$ cat config.mk
export PLATFORM = sky130hd
export DESIGN_NAME = hazard_controller
export DESIGN_NICKNAME = d
export VERILOG_FILES = /design/src/rtl/pipeline_ctrl_pkg.sv /design/src/rtl/sat_counter.sv /design/src/rtl/hazard_controller.sv
export SDC_FILE = /design/constraint.sdc
export NUM_CORES = 1
export LEC_CHECK = 0
export CAP_MARGIN = 20
export CORE_MARGIN = 2
export CORE_UTILIZATION = 45
export DETAILED_ROUTE_END_ITERATION = 7
export PLACE_DENSITY = 0.92
export SYNTH_ARGS = -nofsm -noshare
export SYNTH_HDL_FRONTEND = slang
export SYNTH_HIERARCHICAL = 1
export SYNTH_SLANG_ARGS = --single-unit
$ cat constraint.sdc
create_clock -name clk -period 3.02 [get_ports clk]
set_input_delay 0.604 -clock clk [delete_from_list [all_inputs] [get_ports clk]]
set_output_delay 0.604 -clock clk [all_outputs]
set_load 0.02 [all_outputs]
$ cat src/rtl/pipeline_ctrl_pkg.sv
// Shared definitions for the pipeline control logic: controller states,
// the canonical NOP encoding and default datapath widths.
package pipeline_ctrl_pkg;

  typedef enum logic [1:0] {
    RUN    = 2'd0,
    DRAIN  = 2'd1,
    HALTED = 2'd2
  } ctrl_state_e;

  localparam logic [31:0] NOP_INSTR = 32'h0000_0013;  // addi x0, x0, 0

  localparam int DEF_ADDR_WIDTH     = 12;
  localparam int DEF_REG_ADDR_WIDTH = 5;
  localparam int DEF_DRAIN_CYCLES   = 3;
  localparam int DEF_CNT_WIDTH      = 16;

endpackage

$ cat src/rtl/sat_counter.sv
// Saturating up-counter: increments on each edge where inc is high and
// sticks at all-ones instead of wrapping.
module sat_counter #(
  parameter int WIDTH = 16
) (
  input  logic             clk,
  input  logic             reset,
  input  logic             inc,
  output logic [WIDTH-1:0] count
);

  logic [WIDTH-1:0] count_q;
  logic [WIDTH-1:0] count_d;

  always_comb begin
    count_d = count_q;
    if (inc && (count_q != {WIDTH{1'b1}})) begin
      count_d = count_q + WIDTH'(1);
    end
  end

  always_ff @(posedge clk or posedge reset) begin
    if (reset) begin
      count_q <= '0;
    end else begin
      count_q <= count_d;
    end
  end

  assign count = count_q;

endmodule

$ cat src/rtl/hazard_controller.sv
// Pipeline hazard/flow controller: load-use bubbles, MEM-stage branch
// redirects, a halt/drain handshake for debug, and stall/flush counters.
module hazard_controller
  import pipeline_ctrl_pkg::*;
#(
  parameter int ADDR_WIDTH     = DEF_ADDR_WIDTH,
  parameter int REG_ADDR_WIDTH = DEF_REG_ADDR_WIDTH,
  parameter int DRAIN_CYCLES   = DEF_DRAIN_CYCLES,
  parameter int CNT_WIDTH      = DEF_CNT_WIDTH
) (
  input  logic                      clk,
  input  logic                      reset,
  input  logic [REG_ADDR_WIDTH-1:0] id_rs1,
  input  logic [REG_ADDR_WIDTH-1:0] id_rs2,
  input  logic                      id_uses_rs1,
  input  logic                      id_uses_rs2,
  input  logic [REG_ADDR_WIDTH-1:0] ex_rd,
  input  logic                      ex_mem_read,
  input  logic                      mem_branch_taken,
  input  logic [ADDR_WIDTH-1:0]     mem_branch_target,
  input  logic                      halt_req,
  output logic                      stall_if,
  output logic                      stall_id,
  output logic                      pc_src,
  output logic [ADDR_WIDTH-1:0]     branch_target,
  output logic                      flush_id,
  output logic                      flush_ex,
  output logic                      flush_mem,
  output logic                      halted,
  output logic [CNT_WIDTH-1:0]      stall_cycles,
  output logic [CNT_WIDTH-1:0]      flush_events
);

  localparam int DCW = (DRAIN_CYCLES > 1) ? $clog2(DRAIN_CYCLES) : 1;

  ctrl_state_e    state_q, state_d;
  logic [DCW-1:0] drain_cnt_q, drain_cnt_d;

  logic lu;
  logic br;

  assign lu = ex_mem_read && (ex_rd != '0) &&
              ((id_uses_rs1 && (id_rs1 == ex_rd)) ||
               (id_uses_rs2 && (id_rs2 == ex_rd)));

  // A redirect must win over any hold because Fetch prioritises stall.
  assign br = mem_branch_taken && (state_q != HALTED);

  always_comb begin
    state_d     = state_q;
    drain_cnt_d = drain_cnt_q;
    stall_if    = 1'b0;
    pc_src      = 1'b0;
    flush_id    = 1'b0;
    flush_ex    = 1'b0;
    flush_mem   = 1'b0;

    if (br) begin
      pc_src    = 1'b1;
      flush_id  = 1'b1;
      flush_ex  = 1'b1;
      flush_mem = 1'b1;
    end

    case (state_q)
      RUN: begin
        if (!br && (lu || halt_req)) begin
          stall_if = 1'b1;
          flush_ex = 1'b1;
        end
        if (!br && halt_req) begin
          state_d     = DRAIN;
          drain_cnt_d = DCW'(DRAIN_CYCLES - 1);
        end
      end
      DRAIN: begin
        if (!br) begin
          stall_if = 1'b1;
          flush_ex = 1'b1;
        end
        // The drain runs to completion even if halt_req drops meanwhile.
        if (drain_cnt_q == '0) begin
          state_d = HALTED;
        end else begin
          drain_cnt_d = drain_cnt_q - DCW'(1);
        end
      end
      HALTED: begin
        stall_if = 1'b1;
        flush_ex = 1'b1;
        if (!halt_req) begin
          state_d = RUN;
        end
      end
      default: begin
        state_d = RUN;
      end
    endcase
  end

  always_ff @(posedge clk or posedge reset) begin
    if (reset) begin
      state_q     <= RUN;
      drain_cnt_q <= '0;
    end else begin
      state_q     <= state_d;
      drain_cnt_q <= drain_cnt_d;
    end
  end

  assign stall_id      = stall_if;
  assign branch_target = mem_branch_target;
  assign halted        = (state_q == HALTED);

  sat_counter #(.WIDTH(CNT_WIDTH)) u_stall_cnt (
    .clk   (clk),
    .reset (reset),
    .inc   (stall_if),
    .count (stall_cycles)
  );

  sat_counter #(.WIDTH(CNT_WIDTH)) u_flush_cnt (
    .clk   (clk),
    .reset (reset),
    .inc   (br),
    .count (flush_events)
  );

endmodule

==> metrics <==
RD Place Congestion 0.8396; hold path startpoint u_stall_cnt/count[15]; row cnt 25; Area contributors post-synth dfrtp_1 (40%), xnor2_1 (9.3%), buf_4 (5.0%); Layout area overhead 33.00%; die width approximately 75 µm; met3 usage 0.05622; hpwl dp roughly 3600 µm; WL final 4523 µm; Setup crit end kind output port; Vias approximately 1800; R2R Path Start state_q[0]; num ports 85; met2 usage 0.3109; syn_nets about 270; nets@finish ~330; final hold slack ~500 ps; GR Util met1 0.1948; endpoints failing setup 0; first-pass GRT wire length around 7500 µm; drt via density 5.218; die area roughly 5600 µm²; count of cell types in the netlist slightly above 40; Post-Syn Area ~2300 µm²; number of diodes 0; Remaining Overflow, GRT 0; CP arrival between 2000 and 2500 ps; #FFs+latches synth 36; ys flop type dfrtp_1; Synth async-reset ratio 1.000; RSZ-0062 raised after global routing true; GRT Max-Usage Layer met2; Post-Syn Area per Cell about 10 µm²; Setup Skew approximately 3.8 ps; worst vdd ir between 0.5 and 0.6 mV; Initial Util 0.4745; vias in the first global route 1806; core area between 4000 and 5000 µm²; final hold viol count 0; crit path max fanout 3; Max-Cap Viols 0; minimum clock period between 2000 and 3000 ps; total negative slack 0 ps; Hold Buf Count CTS 0; post-synth top area share 0.3967; worst min path class flop to flop; fmax ~0.34 GHz; # fillers 380; antenna violations before repair 0; leading area contributor after synthesis dfrtp_1; pwr dens 709.2 nW/µm²; synth cell count leaders dfrtp_1 (36), xnor2_1 (24), nand2_1 (19), buf_4 (15), nand3_1 (14); Least-Margin Pin Slew around 600 ps; layout cells sized above 1 0.1399; final core utilization 0.6311; post-synthesis instance total about 230; largest net degree at the start of global routing 17; reg2reg setup slack ~540 ps; WHS Path Cells 1; Leakage roughly 1.3 nW; most frequent cell after synthesis dfrtp_1; end of the worst register-to-register path u_stall_cnt/count[14]; fin. max-slew vios 0; CTS buffer count 5; Avg WL per Cell about 13 µm; Ys Warns 6; sequential share of the synthesized area 0.3967; DRC Markers 0; Reg area between 900 and 1000 µm²; CTS tree yes; # clock sinks 36; Worst-Skew Late Latency ~280 ps; drt first pass iters 4; root buffer cell clkbuf_8; Reg clk slew, reported paths 60 ps; outcome finished, final reports clean; number of routed nets with antenna violations 0; Clock Path Buffers 2; die height approximately 75 µm; number of post-CTS setup repair buffers 0; Critical Path RT approximately 2400 ps; critical path class input port to output port; hold endpoint u_stall_cnt/count[15]; Startpoint Class input port; Worst Reg-to-Reg Cells 10; drt initial violations 77; H-Tree Depth 2; Post-synth EDFFs 0; GRT Util Overall 0.1745; period utilization 0.9677; PortBufs 60; area of the multi-input gates between 1000 and 1500 µm²; max_slew headroom 0.6021
[worst max-delay path, cell delays in order]
cell and delay [ps]:
clkdlybuf4s50_1 480, xor2_1 190, nor4_1 290, a32oi_1 150, o21ai_2 240, dlygate4sd2_1 360
[stage by stage]
stage	total power, mW	cells	setup slack [ps]	area (µm²)
floorplan	1.354	226	276.2	2271
global placement	1.696	345	-207.2	2898
detailed placement	1.725	345	-290.6	2898
CTS	2.172	353	31.51	3024
global route	2.289	353	-14.86	3020
finish	2.142	353	97.50	3020
[area by class of cell]
class                   instances  area share
inverters                      10     0.01243
well taps                      67     0.02775
clock buffers                   7     0.03190
multi-input cells             164      0.4035
flip-flops and latches         36      0.2983
clock inverters                 1    0.009942
repair buffers                 68      0.2162
[state kept, by name (all words and copies together) (netlist names)]
register / cells
state_q: 2
u_stall_cnt/count: 16
drain_cnt_q: 2
u_flush_cnt/count: 16
[metal layers]
layer / wire length, µm / vias to the layer above
met2: 2244 / 58
met4: 60 / 0
met5: 0 / -
li1: - / 906
met1: 1930 / 871
met3: 288 / 7
[cells in the final DEF, fill, tap and decap left out, drive strengths merged]
| cell type | instances |
|---|---|
| a21boi | 1 |
| a21o | 1 |
| a21oi | 9 |
| a221oi | 1 |
| a22o | 1 |
| a32oi | 1 |
| and2 | 3 |
| and3 | 10 |
| and4 | 8 |
| buf | 8 |
| bufinv | 1 |
| clkbuf | 8 |
| clkdlybuf4s50 | 57 |
| dfrtp | 36 |
| dlygate4sd2 | 2 |
| ha | 8 |
| inv | 10 |
| mux2 | 5 |
| mux2i | 2 |
| nand2 | 21 |
| nand2b | 3 |
| nand3 | 14 |
| nand4 | 14 |
| nor2 | 10 |
| nor2b | 1 |
| nor3 | 4 |
| nor4 | 5 |
| o21a | 2 |
| o21ai | 5 |
| o311a | 1 |
| or2 | 1 |
| or3 | 1 |
| xnor2 | 24 |
| xor2 | 8 |
[kinds of logic (layout without fill, tap and decap cells)]
kind of cell / after synthesis / in the layout / synth area share
AOI/OAI and AO/OA: 22 / 22 / 0.06281
xor gates and xnor gates: 32 / 32 / 0.1234
adders and majority gates: 8 / 8 / 0.04408
buffers and inverters: 26 / 86 / 0.06832
DFF: 36 / 36 / 0.3967
muxes: 7 / 7 / 0.03361
and+or+nand+nor: 95 / 95 / 0.2711
[power breakdown]
| group | total, mW | internal, mW | leakage, nW | switching (mW) |
|---|---|---|---|---|
| Combinational | 0.952 | 0.462 | 0.792 | 0.489 |
| Sequential | 0.738 | 0.587 | 0.472 | 0.150 |
| Clock | 0.453 | 0.291 | 0.0645 | 0.162 |
[repair_timing]
action / 4_1_cts / 5_1_grt
endpoints found under the setup margin: 3 / 3
pin swaps: 0 / 0
gates resized for setup: 4 / 2
[worst max-delay path by stage]
stage | from | depth (start not counted) | to | slack [ps]
global placement | ex_rd[2] | 6 | stall_id | -210
detailed placement | ex_rd[2] | 6 | stall_if | -290
global route | ex_rd[2] | 6 | stall_id | -10
finish | ex_rd[2] | 6 | stall_if | 100
CTS | ex_rd[2] | 6 | flush_ex | 30
floorplan | ex_rd[3] | 8 | u_stall_cnt/count[14] | 280
Note: power is estimated with default switching activity, not from simulation.
